**config.mk**
```make
export PLATFORM = sky130hd
export DESIGN_NAME = ps_adc_avg_flat
export DESIGN_NICKNAME = d
export VERILOG_FILES = /design/src/rtl/ps_pkg.sv /design/src/rtl/ps_adc_avg_if.sv /design/src/rtl/ps_avg_scale.sv /design/src/rtl/ps_adc_avg.sv /design/src/flat_wrapper.sv
export SDC_FILE = /design/constraint.sdc
export NUM_CORES = 1
export LEC_CHECK = 0
export BUFFER_PORTS_ARGS = -buffer_cell sky130_fd_sc_hd__buf_4
export CORE_MARGIN = 5
export CORE_UTILIZATION = 30
export DETAILED_ROUTE_END_ITERATION = 8
export HOLD_SLACK_MARGIN = 0.12
export SLEW_MARGIN = 25
export SYNTH_ARGS = -nofsm -noshare
export SYNTH_HDL_FRONTEND = slang
export SYNTH_SLANG_ARGS = --single-unit
export TNS_END_PERCENT = 5
```
**constraint.sdc**
```tcl
create_clock -name clk -period 3.2 [get_ports clk]
set_input_delay 0.48 -clock clk [delete_from_list [all_inputs] [get_ports clk]]
set_output_delay 0.48 -clock clk [all_outputs]
set_load 0.01 [all_outputs]
```
**src/rtl/ps_pkg.sv**
```systemverilog
// Shared constants and state encoding for the power-supply ADC averager.
package ps_pkg;

  localparam int unsigned ADC_W       = 12;
  localparam int unsigned PS_W        = 10;
  localparam int unsigned CH_W        = 5;
  // Right shift that maps a 12-bit sample onto the 10-bit psDig range
  localparam int unsigned SCALE_SHIFT = ADC_W - PS_W;

  typedef enum logic [1:0] {
    IDLE,
    DISC,
    ACCUM
  } state_t;

endpackage

```
**src/rtl/ps_adc_avg_if.sv**
```systemverilog
// ADC response stream: one single-cycle valid per sample, tagged with its channel.
interface ps_adc_avg_if;
  import ps_pkg::*;

  logic             valid;
  logic [CH_W-1:0]  channel;
  logic [ADC_W-1:0] data;

  modport master (output valid, channel, data);
  modport slave  (input  valid, channel, data);

endinterface

```
**src/rtl/ps_avg_scale.sv**
```systemverilog
// Scales a boxcar sum down to the 10-bit psDig word.
// PS_ADC_ROUND_EN selects round-half-up with saturation instead of truncation.
module ps_avg_scale
  import ps_pkg::*;
#(
  parameter int unsigned LOG2_AVG = 3
) (
  input  logic [ADC_W+LOG2_AVG-1:0] sum,
  output logic [PS_W-1:0]           ps_c
);

  localparam int unsigned SUM_W = ADC_W + LOG2_AVG;
  localparam int unsigned SH    = LOG2_AVG + SCALE_SHIFT;

`ifdef PS_ADC_ROUND_EN
  localparam logic [SUM_W:0] RND = (SUM_W+1)'(1) << (SH - 1);

  logic [SUM_W:0] rounded;
  logic [SUM_W:0] shifted;

  // One extra bit absorbs the rounding carry before the clamp
  always_comb begin
    rounded = {1'b0, sum} + RND;
    shifted = rounded >> SH;
    if (|shifted[SUM_W:PS_W]) ps_c = {PS_W{1'b1}};
    else                      ps_c = shifted[PS_W-1:0];
  end
`else
  always_comb begin
    ps_c = PS_W'(sum >> SH);
  end
`endif

endmodule

```
**src/rtl/ps_adc_avg.sv**
```systemverilog
// Channel filter, settling discard and 2^LOG2_AVG boxcar average producing psDig.
// Optional PS_ADC_ROUND_EN (inside ps_avg_scale) rounds instead of truncating.
module ps_adc_avg
  import ps_pkg::*;
#(
  parameter int unsigned CHANNEL  = 1,
  parameter int unsigned LOG2_AVG = 3,
  parameter int unsigned DISCARD  = 2
) (
  input  logic            clk,
  input  logic            i_Rst_L,
  input  logic            enable,
  ps_adc_avg_if.slave     rsp,
  input  logic [PS_W-1:0] lo_thresh,
  input  logic [PS_W-1:0] hi_thresh,
  output logic [PS_W-1:0] psDig,
  output logic            dig_valid,
  output logic            dig_rdy,
  output logic            under,
  output logic            over
);

  localparam int unsigned SUM_W  = ADC_W + LOG2_AVG;
  localparam int unsigned CNT_W  = (LOG2_AVG > 0) ? LOG2_AVG : 1;
  localparam int unsigned DISC_W = 4;

  localparam logic [CNT_W-1:0]  LAST_SAMP = CNT_W'((1 << LOG2_AVG) - 1);
  localparam logic [DISC_W-1:0] LAST_DISC = DISC_W'((DISCARD > 0) ? DISCARD - 1 : 0);
  localparam state_t            RUN_START = (DISCARD > 0) ? DISC : ACCUM;

  state_t            state_q, state_d;
  logic [SUM_W-1:0]  acc_q, acc_d;
  logic [CNT_W-1:0]  samp_q, samp_d;
  logic [DISC_W-1:0] disc_q, disc_d;
  logic [PS_W-1:0]   ps_q, ps_d;
  logic              valid_q, valid_d;
  logic              rdy_q, rdy_d;
  logic              under_q, under_d;
  logic              over_q, over_d;

  logic              accept_c;
  logic [SUM_W-1:0]  sum_c;
  logic [PS_W-1:0]   scaled_c;

  assign accept_c = rsp.valid && (rsp.channel == CH_W'(CHANNEL)) && (state_q != IDLE);
  assign sum_c    = acc_q + SUM_W'(rsp.data);

  ps_avg_scale #(.LOG2_AVG(LOG2_AVG)) u_scale (
    .sum  (sum_c),
    .ps_c (scaled_c)
  );

  // Next-state and result logic; enable low overrides everything
  always_comb begin
    state_d = state_q;
    acc_d   = acc_q;
    samp_d  = samp_q;
    disc_d  = disc_q;
    ps_d    = ps_q;
    valid_d = 1'b0;
    rdy_d   = rdy_q;
    under_d = under_q;
    over_d  = over_q;

    if (!enable) begin
      state_d = IDLE;
      acc_d   = '0;
      samp_d  = '0;
      disc_d  = '0;
      rdy_d   = 1'b0;
    end else begin
      case (state_q)
        IDLE: begin
          state_d = RUN_START;
          acc_d   = '0;
          samp_d  = '0;
          disc_d  = '0;
          rdy_d   = 1'b0;
        end
        DISC: begin
          if (accept_c) begin
            disc_d = disc_q + DISC_W'(1);
            if (disc_q == LAST_DISC) state_d = ACCUM;
          end
        end
        ACCUM: begin
          if (accept_c) begin
            if (samp_q == LAST_SAMP) begin
              ps_d    = scaled_c;
              valid_d = 1'b1;
              rdy_d   = 1'b1;
              under_d = scaled_c < lo_thresh;
              over_d  = scaled_c > hi_thresh;
              acc_d   = '0;
              samp_d  = '0;
            end else begin
              acc_d  = sum_c;
              samp_d = samp_q + CNT_W'(1);
            end
          end
        end
        default: state_d = IDLE;
      endcase
    end
  end

  // State and output registers
  always_ff @(posedge clk) begin
    if (!i_Rst_L) begin
      state_q <= IDLE;
      acc_q   <= '0;
      samp_q  <= '0;
      disc_q  <= '0;
      ps_q    <= '0;
      valid_q <= 1'b0;
      rdy_q   <= 1'b0;
      under_q <= 1'b0;
      over_q  <= 1'b0;
    end else begin
      state_q <= state_d;
      acc_q   <= acc_d;
      samp_q  <= samp_d;
      disc_q  <= disc_d;
      ps_q    <= ps_d;
      valid_q <= valid_d;
      rdy_q   <= rdy_d;
      under_q <= under_d;
      over_q  <= over_d;
    end
  end

  assign psDig     = ps_q;
  assign dig_valid = valid_q;
  assign dig_rdy   = rdy_q;
  assign under     = under_q;
  assign over      = over_q;

endmodule

```
**src/flat_wrapper.sv**
```systemverilog
// flat-port wrapper written by rule: the top's interface ports become plain ports
module ps_adc_avg_flat import ps_pkg::*;
#(
  parameter int unsigned CHANNEL  = 1,
  parameter int unsigned LOG2_AVG = 3,
  parameter int unsigned DISCARD  = 2
)
  (clk, i_Rst_L, enable, lo_thresh, hi_thresh, psDig, dig_valid, dig_rdy, under, over, rsp_valid, rsp_channel, rsp_data);
  ps_adc_avg_if rsp_i ();
  input  logic clk;
  input  logic i_Rst_L;
  input  logic enable;
  input  logic [PS_W-1:0] lo_thresh;
  input  logic [PS_W-1:0] hi_thresh;
  output logic [PS_W-1:0] psDig;
  output logic dig_valid;
  output logic dig_rdy;
  output logic under;
  output logic over;
  input wire logic [$bits(rsp_i.valid)-1:0] rsp_valid;
  input wire logic [$bits(rsp_i.channel)-1:0] rsp_channel;
  input wire logic [$bits(rsp_i.data)-1:0] rsp_data;
  assign rsp_i.valid = rsp_valid;
  assign rsp_i.channel = rsp_channel;
  assign rsp_i.data = rsp_data;
  ps_adc_avg #(.CHANNEL(CHANNEL), .LOG2_AVG(LOG2_AVG), .DISCARD(DISCARD)) u_core (.clk(clk), .i_Rst_L(i_Rst_L), .enable(enable), .rsp(rsp_i), .lo_thresh(lo_thresh), .hi_thresh(hi_thresh), .psDig(psDig), .dig_valid(dig_valid), .dig_rdy(dig_rdy), .under(under), .over(over));
endmodule
```
==> metrics.md <==
| Metric | Value |
|---|---|
| Worst-Skew Late Latency | 0.29 ns |
| Global routing usage on met1 | 17.20% |
| Final Instance Area | 3547 µm² |
| Longest Clk Path Bufs | 2 |
| Num ports | 55 |
| CTS H-tree depth | 2 |
| Initial Util | 30.32% |
| Final nets | approximately 500 |
| R2R setup slack | between 0.2 and 0.25 ns |
| Largest net degree at the start of global routing | 21 |
| Final Hold Viols | 0 |
| Placer Congestion | 0.7887 |
| Maximum VDD drop | 0.2134 mV |
| Wirelength per Cell | 14.06 µm |
| Measured slew at the worst slew-check pin | ~0.56 ns |
| WP buf/inv | 0 |
| Vias/cell | 4.990 |
| Area contributors post-synth | dfxtp_1 28%, ha_1 16%, a21oi_1 4.9%, a21o_1 4.6%, nor2_1 4.2% |
| PnR Total Power | 951.8 µW |
| Grt total ovfl | 0 |
| Cells after Synth | 337 |
| Die Y | ~110 µm |
| Final ANT Viol Nets | 0 |
| Async set-reset flop share out of synthesis | 0% |
| CP Data Required Time | 3.43 ns |
| Vias in the first global route | 2545 |
| Cts bufs inserted | 5 |
| Pre-CTS setup slack | -0.1916 ns |
| Most frequent cells after synthesis | 38 x dfxtp_1, 35 x ha_1, 31 x nor2_1 |
| GRT busiest layer | met2 |
| Port bufs | 54 |
| Area delta synth->final | 29.04% |
| Initial drt markers | 102 |
| Tightest Hold Check Type | flip-flop to flip-flop |
| Hold-fix buffer count after cts | 0 |
| Max_slew headroom | 62.34% |
| Syn avg cell area | 8.157 µm² |
| Fmax | 334.7 MHz |
| Worst path max stage delay | 0.41 ns |
| Drt total wl | 7.365 mm |
| DRC | 0 |
| Post-synth cell types | 56 |
| Reg area | 762.0 µm² |
| Inserted Diodes | 0 |
| WS Path Type | flip-flop to flip-flop |
| Unrepaired setup endpoints after global routing | no |
| Tcrit/Tclk final | between 90% and 100% |
| Slowest CP cell | a311oi_2 |
| Pwr dens | 268.3 nW/µm² |
| #FFs+latches synth | 38 |
| First-pass GRT wire length | 11.78 mm |
| Worst hold slack | 0.4633 ns |
| Initial antenna violation count | 0 |
| Hpwl dp | 5.849 mm |
| Final Non-Filler Cells | around 520 |
| Post-Syn Area | 2749 µm² |
| Met3 usage | 3.123% |
| DRT Pass-1 Iters | 4 |
| Post-synth top area share | 27.67% |
| CTS tree | done |
| Fillers | approximately 960 |
| Layout cell share with drive strength beyond 1 | 25.91% |
| Reg clk slew, reported paths | about 0.080 ns |
| Clock root cell | clkbuf_8 |
| Worst Path Max Fanout | 4 |
| CP arrival | 3.21 ns |
| GRT Overall Usage | 12.97% |
| Die width | 105.7 µm |
| Min Tclk post-route | 2.988 ns |
| Layout Skew | around 0.0050 ns |
| Die area | 11180 µm² |
| Fin worst setup slack | approximately 0.21 ns |
| Row count | 35 |
| Most common cell in the netlist | dfxtp_1 |
| Setup_tns | 0 ns |
| Multi-input combinational cell area | 1839 µm² |
| Crit path capture type | flip-flop |
| Worst setup SP type | flip-flop |
| Status | finished clean |
| YS warnings | 0 |
| Setup-failing EPs final | 0 |
| Max Cap Viol | 0 |
| EDFF count, synth | 0 |
| Met2 Usage GRT | 21.40% |
| Placed Cells | around 520 |
| Crit-path leading delay family | compound AO/OA/AOI/OAI gates |
| CTS Sinks | 38 |
| Vias | 2615 |
| Final core occ | 39.13% |
| Register area share after synthesis | approximately 28% |
| Dominant synthesized flop cell | dfxtp_1 |
| CORE AREA | 9065 µm² |
| Placed Instance Area | 3421 µm² |
| Leakage | 1.700 nW |
| Biggest area consumer among synthesized cells | dfxtp_1 |
| Slew Limit Fails | 0 |
| CP cell instances | ha_1 > or2_2 > a21oi_1 > a31oi_4 > a311oi_2 > xnor2_1 > ha_1 > a21o_1 > a21o_1 > a211oi_2 > o21ai_1 > a21oi_1 |
| Syn nets | around 410 |
worst reg2reg max path, cell delays in order (launching register included):
cell and delay (ns):
dfxtp_1 0.32, ha_1 0.32, or2_2 0.32, a21oi_1 0.24, a31oi_4 0.06, a311oi_2 0.41
xnor2_1 0.22, ha_1 0.30, a21o_1 0.18, a21o_1 0.18, a211oi_2 0.21, o21ai_1 0.07
a21oi_1 0.11
layout by cell type (no fill, tap or decap), types with 6 or more instances in the layout:
cell type	instances
buf_4	82
dfxtp_1	37
ha_1	35
nor2_1	31
inv_1	29
a21oi_1	27
nand2_1	22
a21o_1	17
nand3_1	12
nor3_1	11
o21ai_0	10
nand2b_1	6
a22oi_1	6
cell type report:
cell class              count  share of cell area [%]
well taps                 111                   3.915
clock inverters             2                  0.2822
clock buffers               5                   1.940
inverters                  30                   3.175
multi-input cells         256                   51.85
repair buffers             82                   17.35
flip-flops and latches     38                   21.48
report_power, final:
group	leakage [nW]	internal, mW	switching, mW
registers	0.307	0.473	0.00219
logic	1.35	0.0828	0.0742
clock network	0.0438	0.146	0.173
total	1.70	0.702	0.249
registers in the layout, summed over array words and instances, names as in the netlist:
| signal | count |
|---|---|
| u_core.acc_q | 15 |
| u_core.state_q | 2 |
| u_core.dig_rdy | 1 |
| u_core.disc_q | 4 |
| u_core.dig_valid | 1 |
| u_core.under | 1 |
| u_core.psDig | 10 |
| u_core.samp_q | 3 |
| u_core.over | 1 |
repair_timing:
action,4_1_cts,5_1_grt
endpoints found under the setup margin,0,2
setup buffers,0,1
hold endpoints to repair,0,0
resized for setup,0,15
routing by layer:
layer  share of wire, %  vias up
met1                 47     1179
met4               0.58        0
met5                  0        -
met3                7.9        5
li1                   -     1355
met2                 44       76
path summary, 6_finish.rpt:
path	from	endpoint	cells past startpoint
setup reg to reg	u_core.acc_q[6]	u_core.under	12
setup / recovery	u_core.acc_q[6]	u_core.under	12
hold reg to reg	u_core.over	u_core.over	2
hold / removal	u_core.over	u_core.over	2
cells by family after synthesis:
logic type | Yosys count | synth area share (%)
AOI/OAI and AO/OA | 97 | 24.03
xor gates and xnor gates | 10 | 3.186
adders and majority gates | 36 | 16.66
buffers and inverters | 43 | 7.100
DFF | 38 | 27.67
muxes | 2 | 0.7283
and+or+nand+nor | 111 | 20.62
Note: power is estimated with default switching activity, not from simulation.
